File: src/rtl/pipe_skid_register.sv
// pipe_skid_register
//   Parametrised pipeline-stage register with a valid/ready handshake,
//   optional 2-entry skid buffer, synchronous flush with bubble insertion
//   and a saturating count of entries discarded by flush.
//
//   Ports
//     clk            : clock, all state updates on the rising edge
//     reset_n        : synchronous active-low reset
//     flush          : discard every held entry (and any push) this cycle
//     in_valid       : upstream presents an entry
//     in_ready       : this stage accepts an entry this cycle
//     in_data        : upstream data payload (never cleared)
//     in_ctrl        : upstream control payload (reads zero when empty)
//     out_valid      : head entry available downstream
//     out_ready      : downstream consumes the head entry this cycle
//     out_data       : head-entry data
//     out_ctrl       : head-entry control, all-zero when out_valid=0
//     occupancy      : number of held entries (0..2)
//     flush_drop_cnt : saturating count of valid entries dropped by flush
module pipe_skid_register #(
    parameter int DATA_W  = 64,
    parameter int CTRL_W  = 8,
    parameter int SKID_EN = 1,
    parameter int CNT_W   = 8
) (
    input  logic              clk,
    input  logic              reset_n,
    input  logic              flush,
    input  logic              in_valid,
    output logic              in_ready,
    input  logic [DATA_W-1:0] in_data,
    input  logic [CTRL_W-1:0] in_ctrl,
    output logic              out_valid,
    input  logic              out_ready,
    output logic [DATA_W-1:0] out_data,
    output logic [CTRL_W-1:0] out_ctrl,
    output logic [1:0]        occupancy,
    output logic [CNT_W-1:0]  flush_drop_cnt
);

    typedef enum logic [1:0] {
        EMPTY = 2'd0,
        ONE   = 2'd1,
        TWO   = 2'd2
    } state_t;

    state_t            state;
    state_t            state_nx;
    logic [DATA_W-1:0] main_data;
    logic [DATA_W-1:0] skid_data;
    logic [CTRL_W-1:0] main_ctrl;
    logic [CTRL_W-1:0] skid_ctrl;
    logic              push;
    logic              pop;
    logic              load_in_main;
    logic              load_skid_main;
    logic              load_in_skid;

    // Saturating add of the current occupancy onto the drop counter.
    function automatic logic [CNT_W-1:0] sat_add(input logic [CNT_W-1:0] cnt,
                                                  input logic [1:0]       inc);
        logic [CNT_W+1:0] sum;
        sum = {2'b00, cnt} + {{CNT_W{1'b0}}, inc};
        if (sum > {2'b00, {CNT_W{1'b1}}})
            return {CNT_W{1'b1}};
        return sum[CNT_W-1:0];
    endfunction

    assign push = in_valid & in_ready;
    assign pop  = out_valid & out_ready;

    // With the skid buffer, in_ready depends on state only, which breaks the
    // ready path from downstream. Without it, a consumed head frees the slot
    // in the same cycle.
    generate
        if (SKID_EN != 0) begin : g_skid
            assign in_ready = (state != TWO) & reset_n;
        end else begin : g_noskid
            assign in_ready = (~out_valid | out_ready) & reset_n;
        end
    endgenerate

    always_comb begin
        state_nx       = state;
        load_in_main   = 1'b0;
        load_skid_main = 1'b0;
        load_in_skid   = 1'b0;
        unique case (state)
            EMPTY: begin
                if (push) begin
                    state_nx     = ONE;
                    load_in_main = 1'b1;
                end
            end
            ONE: begin
                if (push && pop) begin
                    load_in_main = 1'b1;
                end else if (push && (SKID_EN != 0)) begin
                    state_nx     = TWO;
                    load_in_skid = 1'b1;
                end else if (pop) begin
                    state_nx = EMPTY;
                end
            end
            TWO: begin
                if (pop) begin
                    state_nx       = ONE;
                    load_skid_main = 1'b1;
                end
            end
            default: state_nx = EMPTY;
        endcase
        // Flush overrides any handshake: bubble in, push discarded.
        if (flush) begin
            state_nx       = EMPTY;
            load_in_main   = 1'b0;
            load_skid_main = 1'b0;
            load_in_skid   = 1'b0;
        end
    end

    always_ff @(posedge clk) begin
        if (!reset_n) begin
            state          <= EMPTY;
            main_ctrl      <= '0;
            skid_ctrl      <= '0;
            flush_drop_cnt <= '0;
        end else begin
            state <= state_nx;
            if (flush) begin
                main_ctrl      <= '0;
                skid_ctrl      <= '0;
                flush_drop_cnt <= sat_add(flush_drop_cnt, occupancy);
            end else begin
                if (load_in_main)
                    main_ctrl <= in_ctrl;
                else if (load_skid_main)
                    main_ctrl <= skid_ctrl;
                if (load_in_skid)
                    skid_ctrl <= in_ctrl;
            end
        end
    end

    // Head data has a defined reset value; it is otherwise never cleared.
    always_ff @(posedge clk) begin
        if (!reset_n) begin
            main_data <= '0;
        end else if (load_in_main) begin
            main_data <= in_data;
        end else if (load_skid_main) begin
            main_data <= skid_data;
        end
    end

    always_ff @(posedge clk) begin
        if (load_in_skid)
            skid_data <= in_data;
    end

    assign occupancy = state;
    assign out_valid = (state != EMPTY);
    assign out_data  = main_data;
    assign out_ctrl  = out_valid ? main_ctrl : '0;

endmodule

File: config.mk
export PLATFORM = sky130hd
export DESIGN_NAME = pipe_skid_register
export DESIGN_NICKNAME = d
export VERILOG_FILES = /design/src/rtl/pipe_skid_register.sv
export SDC_FILE = /design/constraint.sdc
export NUM_CORES = 1
export LEC_CHECK = 0
export CAP_MARGIN = 10
export CORE_MARGIN = 2
export CORE_UTILIZATION = 54
export CTS_CLUSTER_DIAMETER = 60
export CTS_CLUSTER_SIZE = 30
export DETAILED_ROUTE_END_ITERATION = 8
export PLACE_DENSITY = 0.82
export SETUP_SLACK_MARGIN = 0.2
export SLEW_MARGIN = 0
export SYNTH_ARGS = -nofsm -noshare
export SYNTH_HDL_FRONTEND = slang
export SYNTH_SLANG_ARGS = --single-unit
File: constraint.sdc
create_clock -name clk -period 9.7 [get_ports clk]
set_clock_uncertainty 0.2 [all_clocks]
set_input_delay 1.455 -clock clk [delete_from_list [all_inputs] [get_ports clk]]
set_output_delay 1.455 -clock clk [all_outputs]
set_load 0.03 [all_outputs]
==> results.ini <==
[cts]
cts.htree.levels=4
cts_tree=yes
hold_buffers=0
cts.clk_slew.worst_paths_ns=0.06
cts_setup_buffers=0
cts-root-buf=clkbuf_16
cts_max_path_buffers=2
ctsResizeCount=0
cts_sinks=154
clk_latency_ns=0.42
cts_buffers=17

[power_and_ir_drop]
p_per_area_mw_per_mm2=176.2
peakVddDrop_v=0.0001147
p_switching_w=0.0003528
leakage_nw=2.861
p_seq_share_pct=45.3
finalPower_w=0.001551
power_switching_share_pct=22.74
p_int_w=0.001199
clockPowerShare_pct=43.9
pwr-share-comb_pct=10.9

[worst_setup_path]
crit_fanout=18
cp-start-kind=input port
slowest_delay_ns=0.99
cpLargestDelayFamily=buffers and inverters
rrSetupSlack_ns=6.32
critPathSlowestCell=clkdlybuf4s50_1
cp_data_arrival_time_ns=4.01
path_common_cell=clkdlybuf4s50_1
critical_path_buf_inv_count=3
crit_required_ns=8.05
endpoint_kind=output pin
rr_startpoint=occupancy[0]$_SDFFE_PP0P_
cp_cell_sequence=clkdlybuf4s50_1 > clkinv_2 > a21oi_1 > clkdlybuf4s50_1
reg2reg_depth=5
r2r-end=out_data[6]$_SDFFE_PN0P_
critPathKind=input port to output pin

[detailed_routing]
ant_nets=0
drt-pass1-iter-count=5
wl_per_cell_um=20.23
drt_iter0_drc=434
drc=0
via_count=5386
via_per_inst=6.134
wl_um=17760

[timing]
rsz0062_at_grt=false
setup_tns_ns=0
drv_slew=0
fmax_mhz=176.6
maxSlewHeadroom_pct=35.89
setup_violations=0
hold_viol=0
worst_pin_slew_ns=0.9616
fin_crit_sh_pct=58.39
period_needed_ns=5.664

[die]
rows=40
initial_core_util_pct=55.52
ioPinCount=161
die_h_um=115.1
fp.dieArea_mm2=0.01325
die_x_um=115.1
coreArea_mm2=0.01201

[place]
hpwlAfterDp_um=10730
placed_cell_area_mm2=0.008190
io_buffers=160
gp_congestion=0.7815

[layout]
drive_gt1_share_pct=15.46
regArea_mm2=0.003724
multi_input_area_mm2=0.002597
design_area_mm2=0.008805
fillers=834
num_antenna_cells=0
areaGrowthSynthToFinish_pct=32.03
final_nets=798

[run]
drv_cap=0

[synthesis]
avgSynthCellArea_um2=11.38
yosys_warnings=0
mappedNetlistArea_mm2=0.006669
ys_types=39
ys_ff_latch=154
ys_seq_area_share_pct=55.83
syn-num-nets=666
synthCells=586

[global_route]
grt_max_degree=74
groute.usage.overall_pct=26.88
grt_pass1_vias=5463
grt-ovfl-total=0
grt_pass1_wl_um=27650
antenna_found_initial=0

[hold_path]
holdPathEnd=skid_ctrl[7]$_SDFFE_PP0P_
hp-class=flip-flop to flip-flop
holdPathStages=2
min-delay-start=skid_ctrl[7]$_SDFFE_PP0P_

[status]
status=finished clean

-- kinds of logic (layout without fill, tap and decap cells) --
family,Yosys count,in the layout,share of synthesized area (%)
mux,9,9,1.351
flops,154,154,55.83
simple gates,249,249,17.32
compound gates,109,109,18.93
fa+ha+maj,3,3,0.6754
buf+inv,62,207,5.891
-- sequential cells by signal, indices dropped and copies added, names as in the netlist --
name,flops
flush_drop_cnt,8
out_data,64
skid_data,64
main_ctrl,8
occupancy,2
skid_ctrl,8
-- cells in the final DEF, fill, tap and decap left out, drive strengths merged, types with 4 or more instances in the layout --
| cell | count |
|---|---|
| nor2b | 9 |
| nand3 | 12 |
| a31oi | 4 |
| buf | 8 |
| clkbuf | 26 |
| a21oi | 15 |
| mux2i | 9 |
| dfxtp | 90 |
| o21ai | 12 |
| nor3 | 77 |
| a211oi | 10 |
| edfxtp | 64 |
| inv | 5 |
| a311oi | 64 |
| clkdlybuf4s50 | 160 |
| nand2 | 131 |
-- metrics by stage --
step	setup slack (ns)	hold slack (ns)	util [%]	instances
after floorplan	2.622	0.2532	-	586
after CTS	4.078	0.2756	73.26	877
after global placement	4.105	0.2593	68.19	845
final	4.036	0.2782	73.30	878
after global routing	3.897	0.3078	73.30	878
after detailed placement	4.106	0.2676	68.19	845
-- Yosys cell counts (all sizes together) --
cell / count / area (µm²)
o21ba: 1 / 10.01
o2bb2ai: 1 / 8.760
or3b: 1 / 8.760
and4: 2 / 17.52
a31oi: 4 / 25.02
ha: 2 / 25.02
inv: 6 / 22.52
fa: 1 / 20.02
clkbuf: 32 / 120.1
nand4: 1 / 6.260
nand4bb: 3 / 33.78
or2: 1 / 8.760
nand2: 131 / 491.7
a211oi: 10 / 115.1
nand2b: 2 / 12.51
and4bb: 1 / 12.51
nor2: 2 / 7.510
dfxtp: 90 / 1802
nor3: 77 / 385.4
edfxtp: 64 / 1922
a21oi: 15 / 75.07
and3: 2 / 12.51
and3b: 1 / 8.760
mux2i: 9 / 90.09
o211a: 2 / 20.02
nor2b: 9 / 56.30
a311oi: 64 / 948.4
nor4bb: 1 / 10.01
nand3: 12 / 60.06
or4: 2 / 15.01
buf: 24 / 250.2
nor3b: 1 / 7.510
o21ai: 12 / 60.06
-- tightest hold or removal path: stages, from the launching register on --
cell     delay [ns]
dfxtp_1        0.31
o21ai_0        0.06
a21oi_1        0.06
-- final cells by class --
cell class                 instances  share of cell area [%]
clock inverter                     7                   1.293
multi-input combinational        370                   29.50
timing repair buffer             169                   18.93
sequential                       154                   42.29
tap                              147                   2.089
inverter                           6                  0.2700
clock buffer                      25                   5.627
-- how the worst max path moves through the flow --
stage / start / endpoint / slack, ns / cells after the start
6_report: reset_n / in_ready / 4.04 / 4
5_1_grt: reset_n / in_ready / 3.90 / 4
4_1_cts: reset_n / in_ready / 4.08 / 4
3_5_place_dp: reset_n / in_ready / 4.11 / 4
3_3_place_gp: reset_n / in_ready / 4.11 / 4
2_1_floorplan: reset_n / skid_data[0]$_DFFE_PP_ / 2.62 / 4
-- power groups by stage --
stage                     sequential, W  combinational (W)  clock, W
after global placement         0.000715           0.000163         0
after detailed placement       0.000715           0.000167         0
after CTS                      0.000702           0.000169  0.000685
after global routing           0.000704           0.000177  0.000713
final                          0.000702           0.000169  0.000681
after floorplan                0.000743          0.0000627         0
-- routing by layer --
metal  vias up  track usage, %  wire, µm
met5         -               0         0
met4         0           11.33       410
met3        38           5.482      1170
met2       247           44.00      8783
met1      2663           34.97      7396
li1       2438               -         -
Note: power is estimated with default switching activity, not from simulation.
